[src/rtl/multicycle_control_if.sv]
// Shared instruction/data memory port between the control sequencer (master)
// and the memory (slave): request, write strobe, address select and ready.
interface multicycle_control_if;
   logic mem_req;
   logic mem_we;
   logic mem_addr_sel;
   logic mem_ready;

   modport master (
      output mem_req,
      output mem_we,
      output mem_addr_sel,
      input  mem_ready
   );

   modport slave (
      input  mem_req,
      input  mem_we,
      input  mem_addr_sel,
      output mem_ready
   );
endinterface

[src/rtl/multicycle_control.sv]
// Multicycle control sequencer for the 16-bit datapath: walks each instruction
// through FETCH/DECODE/EXEC/MEM/WB and drives every datapath select and enable.
module multicycle_control #(
   parameter int RETIRE_W = 16
) (
   input  logic                      clock,
   input  logic                      reset,
   multicycle_control_if.master      mem,
   input  logic [15:0]               inst,
   input  logic                      branch_taken,
   output logic [2:0]                state,
   output logic                      ir_write,
   output logic                      pc_write,
   output logic [1:0]                pc_src,
   output logic                      imm_en,
   output logic [1:0]                alu_src_b,
   output logic [1:0]                alu_op,
   output logic                      reg_write,
   output logic [1:0]                wb_sel,
   output logic                      halted,
   output logic                      illegal,
   output logic [RETIRE_W-1:0]       retired
);

   typedef enum logic [2:0] {
      ST_FETCH  = 3'd0,
      ST_DECODE = 3'd1,
      ST_EXEC   = 3'd2,
      ST_MEM    = 3'd3,
      ST_WB     = 3'd4,
      ST_HALT   = 3'd5,
      ST_TRAP   = 3'd6
   } state_t;

   localparam logic [3:0] OP_RTYPE = 4'h0;
   localparam logic [3:0] OP_ITYPE = 4'h1;
   localparam logic [3:0] OP_LOAD  = 4'h2;
   localparam logic [3:0] OP_STORE = 4'h3;
   localparam logic [3:0] OP_BEQ   = 4'h4;
   localparam logic [3:0] OP_JAL   = 4'h5;
   localparam logic [3:0] OP_HALT  = 4'hF;

   state_t                state_q, state_d;
   logic                  halted_q, halted_d;
   logic                  illegal_q, illegal_d;
   logic [RETIRE_W-1:0]   retired_q, retired_d;
   logic                  retire_inc;
   logic [3:0]            opcode;

   assign opcode = inst[3:0];

   // Immediate/function fields belong to the datapath, not to sequencing.
   logic unused_inst_fields;
   assign unused_inst_fields = ^inst[15:4];

   always_comb begin
      state_d          = state_q;
      retire_inc       = 1'b0;
      mem.mem_req      = 1'b0;
      mem.mem_we       = 1'b0;
      mem.mem_addr_sel = 1'b0;
      ir_write         = 1'b0;
      pc_write         = 1'b0;
      pc_src           = 2'd0;
      imm_en           = 1'b0;
      alu_src_b        = 2'd0;
      alu_op           = 2'd0;
      reg_write        = 1'b0;
      wb_sel           = 2'd0;

      case (state_q)
         ST_FETCH: begin
            mem.mem_req = 1'b1;
            if (mem.mem_ready) begin
               ir_write = 1'b1;
               pc_write = 1'b1;
               state_d  = ST_DECODE;
            end
         end
         ST_DECODE: begin
            imm_en = 1'b1;
            if (opcode <= OP_JAL) begin
               state_d = ST_EXEC;
            end else if (opcode == OP_HALT) begin
               state_d    = ST_HALT;
               retire_inc = 1'b1;
            end else begin
               state_d = ST_TRAP;
            end
         end
         ST_EXEC: begin
            case (opcode)
               OP_RTYPE: begin
                  alu_op  = 2'd3;
                  state_d = ST_WB;
               end
               OP_ITYPE: begin
                  alu_src_b = 2'd1;
                  state_d   = ST_WB;
               end
               OP_LOAD, OP_STORE: begin
                  alu_src_b = 2'd1;
                  state_d   = ST_MEM;
               end
               OP_BEQ: begin
                  alu_op     = 2'd1;
                  pc_src     = 2'd2;
                  pc_write   = branch_taken;
                  state_d    = ST_FETCH;
                  retire_inc = 1'b1;
               end
               OP_JAL: begin
                  reg_write  = 1'b1;
                  wb_sel     = 2'd2;
                  pc_write   = 1'b1;
                  pc_src     = 2'd2;
                  state_d    = ST_FETCH;
                  retire_inc = 1'b1;
               end
               // Only reachable if inst changed after DECODE.
               default: state_d = ST_TRAP;
            endcase
         end
         ST_MEM: begin
            mem.mem_req      = 1'b1;
            mem.mem_addr_sel = 1'b1;
            mem.mem_we       = (opcode == OP_STORE);
            if (mem.mem_ready) begin
               if (opcode == OP_STORE) begin
                  state_d    = ST_FETCH;
                  retire_inc = 1'b1;
               end else begin
                  state_d = ST_WB;
               end
            end
         end
         ST_WB: begin
            reg_write  = 1'b1;
            wb_sel     = (opcode == OP_LOAD) ? 2'd1 : 2'd0;
            state_d    = ST_FETCH;
            retire_inc = 1'b1;
         end
         ST_HALT, ST_TRAP: state_d = state_q;
         default: state_d = ST_FETCH;
      endcase

      // While reset is held nothing may be written or requested.
      if (!reset) begin
         mem.mem_req      = 1'b0;
         mem.mem_we       = 1'b0;
         mem.mem_addr_sel = 1'b0;
         ir_write         = 1'b0;
         pc_write         = 1'b0;
         pc_src           = 2'd0;
         imm_en           = 1'b0;
         alu_src_b        = 2'd0;
         alu_op           = 2'd0;
         reg_write        = 1'b0;
         wb_sel           = 2'd0;
      end

      halted_d  = halted_q  | (state_d == ST_HALT);
      illegal_d = illegal_q | (state_d == ST_TRAP);
      retired_d = retired_q + RETIRE_W'(retire_inc);
   end

   always_ff @(posedge clock or negedge reset) begin
      if (!reset) begin
         state_q   <= ST_FETCH;
         halted_q  <= 1'b0;
         illegal_q <= 1'b0;
         retired_q <= '0;
      end else begin
         state_q   <= state_d;
         halted_q  <= halted_d;
         illegal_q <= illegal_d;
         retired_q <= retired_d;
      end
   end

   assign state   = state_q;
   assign halted  = halted_q;
   assign illegal = illegal_q;
   assign retired = retired_q;

endmodule

[src/flat_wrapper.sv]
// flat-port wrapper written by rule: the top's interface ports become plain ports
module multicycle_control_flat 
#(
   parameter int RETIRE_W = 16
)
  (clock, reset, inst, branch_taken, state, ir_write, pc_write, pc_src, imm_en, alu_src_b, alu_op, reg_write, wb_sel, halted, illegal, retired, mem_mem_req, mem_mem_we, mem_mem_addr_sel, mem_mem_ready);
  multicycle_control_if mem_i ();
  input  logic clock;
  input  logic reset;
  input  logic [15:0] inst;
  input  logic branch_taken;
  output logic [2:0] state;
  output logic ir_write;
  output logic pc_write;
  output logic [1:0] pc_src;
  output logic imm_en;
  output logic [1:0] alu_src_b;
  output logic [1:0] alu_op;
  output logic reg_write;
  output logic [1:0] wb_sel;
  output logic halted;
  output logic illegal;
  output logic [RETIRE_W-1:0] retired;
  output wire logic [$bits(mem_i.mem_req)-1:0] mem_mem_req;
  output wire logic [$bits(mem_i.mem_we)-1:0] mem_mem_we;
  output wire logic [$bits(mem_i.mem_addr_sel)-1:0] mem_mem_addr_sel;
  input wire logic [$bits(mem_i.mem_ready)-1:0] mem_mem_ready;
  assign mem_mem_req = mem_i.mem_req;
  assign mem_mem_we = mem_i.mem_we;
  assign mem_mem_addr_sel = mem_i.mem_addr_sel;
  assign mem_i.mem_ready = mem_mem_ready;
  multicycle_control #(.RETIRE_W(RETIRE_W)) u_core (.clock(clock), .reset(reset), .mem(mem_i), .inst(inst), .branch_taken(branch_taken), .state(state), .ir_write(ir_write), .pc_write(pc_write), .pc_src(pc_src), .imm_en(imm_en), .alu_src_b(alu_src_b), .alu_op(alu_op), .reg_write(reg_write), .wb_sel(wb_sel), .halted(halted), .illegal(illegal), .retired(retired));
endmodule
[config.mk]
export PLATFORM = sky130hd
export DESIGN_NAME = multicycle_control_flat
export DESIGN_NICKNAME = d
export VERILOG_FILES = /design/src/rtl/multicycle_control_if.sv /design/src/rtl/multicycle_control.sv /design/src/flat_wrapper.sv
export SDC_FILE = /design/constraint.sdc
export NUM_CORES = 1
export LEC_CHECK = 0
export CORE_UTILIZATION = 36
export CTS_CLUSTER_DIAMETER = 100
export DETAILED_ROUTE_END_ITERATION = 6
export GPL_TIMING_DRIVEN = 0
export PLACE_DENSITY = 0.74
export SYNTH_ARGS = -nofsm -noshare
export SYNTH_HDL_FRONTEND = slang
export SYNTH_SLANG_ARGS = --single-unit
[constraint.sdc]
create_clock -name clock -period 2.2 [get_ports clock]
set_input_delay 0.55 -clock clock [delete_from_list [all_inputs] [get_ports clock]]
set_output_delay 0.55 -clock clock [all_outputs]
set_load 0.03 [all_outputs]
==> results.txt <==
Routability-driven placement finished with a final weighted congestion of 0.858. The cell area power density is 897 nW/µm². The worst setup path is launched from a flip-flop. The core region is 3080 µm². The fill cell total of the finished layout came out at 227. The post-synthesis instance area came out at 1170 µm². The sequential element share of the synthesized area is 44.8%. The number of slew-limit violations in the final report is 0.

The clock tree from TritonCTS is built. The area of combinational cells with multiple inputs is 808 µm². The signal on the critical path passes through buf_6 > or4_4 > buf_4 > nor2_4 > buf_6. In the synthesized netlist the dominant register cell turns out to be dfrtp_1. In the final layout, the share of cells above drive strength 1 is 44.7%. Together, buffers and inverters on the worst path number 3. The average cell area after synthesis is 9.31 µm². The worst-path maximum fanout came out at 5. The tree is rooted in a clkbuf_4.

The number of antenna violations at the first check in global routing is 0. The area taken by flip-flops and latches came out at 527 µm². The post-synthesis cell count is 126. For this block, the initial DRC count from the detailed router was 45. The count of nets left with antenna violations after detail routing is 0. The number of register bits inferred by synthesis is 21. Setup total negative slack on the finished layout was measured at -1110 ps. The final net count came out at 211. The fraction of registers with async set or reset after synthesis is 100%. The static leakage is 0.000935 µW.

The wire-length estimate of the detail-placed layout is 2140 µm. The fraction of the mapped netlist area in simple logic gates is 26.3%. Summed over all layers, the routed wires come to 3490 µm. The count of yosys warnings during synthesis came out at 0. Among cell families on the critical path, the largest total delay comes from simple AND/OR/NAND/NOR gates. Static timing analysis puts the maximum clock frequency at 422 MHz. For the worst setup path, the data required time is 1650 ps. On the final layout, the worst clock skew is 4.16 ps. The number of buffers created by CTS came out at 3.

The fraction of the mapped netlist area in adder cells is 2.13%. The number of enable flip-flop cells after synthesis came out at 0. Using the TritonRoute via totals, the vias-per-cell ratio works out to 5.11. The count of final hold-check violations came to 0. For the worst-skew pair, the clock arrives at the later sink with an insertion delay of 310 ps.

The area growth from synthesis to final layout is 72.8%. The H-tree depth is 1. The first-pass iteration count of the detailed router is 4. Setup violations remaining at the end of the flow were counted as 13.

The run finished, with violations left. The post-synthesis share of cell area spent on xor and xnor gates came out at 10.4%. The via count of the first global-routing pass is 1,112. The signal arrival time at the worst endpoint came out at 1820 ps. The die covers 3490 µm². The initial core utilization came out at 38.1%. For this run, the slowest stage of the critical path takes 570 ps. The global routing usage on met1 came out at 22.7%. By startpoint and endpoint, the worst setup path is classified as flip-flop to output port.

The global-route met3 utilization came out at 5.90%. The die extent in y is 59.1 µm. Port buffering added 38 buffers. OpenSTA, run right after detailed placement, puts the worst setup slack at -1800 ps. The most used routing layer is met2.

The total congestion overflow after global routing is 0. The number of placement rows came out at 20. The pin count of the biggest net entering global routing came out at 26. Leaving out fill and tap cells, the most frequent cell in the layout is buf_4. The fraction of synthesized area in multiplexers is 0%.

The horizontal die dimension is 59.1 µm. The worst hold path belongs to the class input pin to async pin. The total global routing track utilization came out at 19.9%. The shortest clock period the worst path allows after layout is 2370 ps. The final reports fail on negative setup slack. The count of different cell masters after synthesis came out at 36. Across the run, the number of max-cap violations was 0. The global-route wire length before repair came out at 5110 µm. After layout, the worst path uses 108% of the clock period.

Setup repair after global routing could not meet its margin everywhere. In the final routed layout, each cell accounts on average for 15.0 µm. The global-route met2 utilization came out at 34.1%. The clock tree buffer depth is 2. 0 antenna diodes ended up in the layout. The type of destination of the critical path is an output port. After synthesis, the largest family of logic cells by area is simple AND/OR/NAND/NOR gates. The number of clock sinks came out at 21. Leaving out fill and tap cells, the most frequent cells in the layout are buf_4 (26), clkdlybuf4s50_1 (21), dfrtp_1 (20).

The synthesized-area fraction occupied by ao, oa, aoi and oai cells came out at 10.4%. For this design, the slowest cell found on the critical path is or4_4. Clock-pin slew was measured on the worst setup and hold paths at 120 ps. The I/O pin count came out at 56. The most repeated library cell on the critical path is buf_6.

The DRC violation count after routing came out at 0. The design draws 1820 µW. The slack of the critical path came out at -168 ps. The maximum vdd ir drop is 658 µV. The number of vias in the routed layout came out at 1,186.
## synthesized netlist by cell type (all sizes together), types with 3 or more instances
cell type / instances / area (µm²)
nand3: 7 / 35.0
xnor2: 8 / 70.1
and3: 4 / 25.0
xor2: 6 / 52.6
nor4: 4 / 25.0
nand2: 13 / 48.8
inv: 5 / 18.8
nand4: 3 / 18.8
buf: 7 / 42.5
a21oi: 6 / 30.0
nor2: 9 / 41.3
o21ai: 5 / 25.0
dfrtp: 21 / 526
nor3: 6 / 35.0
## area by class of cell
type | count | share of cell area (%)
clock buffer | 3 | 1.11
buffer | 7 | 2.41
multi-input combinational | 93 | 39.9
inverter | 5 | 0.925
tap | 44 | 2.71
timing repair buffer | 58 | 26.8
sequential | 21 | 26.0
clock inverter | 1 | 0.247
## worst reg2reg max path, delay by kind of cell (launching register included)
family	cells	cell delay (ps)
and+or+nand+nor	5	910
buffers and inverters	1	130
AOI/OAI and AO/OA	2	240
DFF	1	430
xor gates and xnor gates	1	140
adders and majority gates	2	320
## final timing paths
kind                                    startpoint                 end  slack [ps]  cells after the start
worst max-delay path               u_core.state[0]           alu_op[0]        -170                      5
worst min-delay path                         reset   u_core.retired[7]          70                      1
worst max register to register     u_core.state[1]  u_core.retired[10]         -80                     11
worst min register to register  u_core.retired[15]  u_core.retired[15]         470                      1
max in group asynchronous                    reset     u_core.state[1]        1920                      1
min in group clock              u_core.retired[15]  u_core.retired[15]         470                      1
## registers in the layout, summed over array words and instances (netlist names)
register and count:
u_core.retired 16, u_core.state 3, u_core.halted 1, u_core.illegal 1
## logic make-up (layout without fill, tap and decap cells)
group,Yosys count,in the layout
buf+inv,13,74
xor+xnor,14,14
compound gates,19,19
flops,21,21
fa+ha+maj,2,2
other cells,1,2
simple gates,56,56
## where the power goes
| part | internal [µW] | leakage, µW | switching (µW) |
|---|---|---|---|
| registers | 460 | 0.000269 | 87.6 |
| logic | 493 | 0.000648 | 592 |
| clock network | 68.0 | 0.0000177 | 119 |
| total | 1020 | 0.000935 | 798 |
## routing by layer
| layer | part of all wire [%] | vias up |
|---|---|---|
| li1 | - | 558 |
| met5 | 0 | - |
| met3 | 4.7 | 8 |
| met4 | 2.3 | 0 |
| met2 | 55 | 40 |
| met1 | 38 | 580 |
## what timing repair did
item	in CTS	in global routing
hold endpoints to repair	0	0
setup endpoints to repair	26	24
hold buffers	0	0
setup buffers	12	8
pin swaps	10	12
resized for setup	110	27
## through the flow
stage | instances | hold WS [ps] | instance area, µm² | utilization, %
6_report | 232 | 72.8 | 2030 | 65.9
5_1_grt | 232 | 72.9 | 2030 | 65.9
4_1_cts | 225 | 65.8 | 1900 | 61.6
3_5_place_dp | 209 | 461 | 1680 | 54.5
3_3_place_gp | 209 | 440 | 1680 | 54.5
2_1_floorplan | 127 | 254 | 1240 | -
Power figures use the tool's default switching activity.
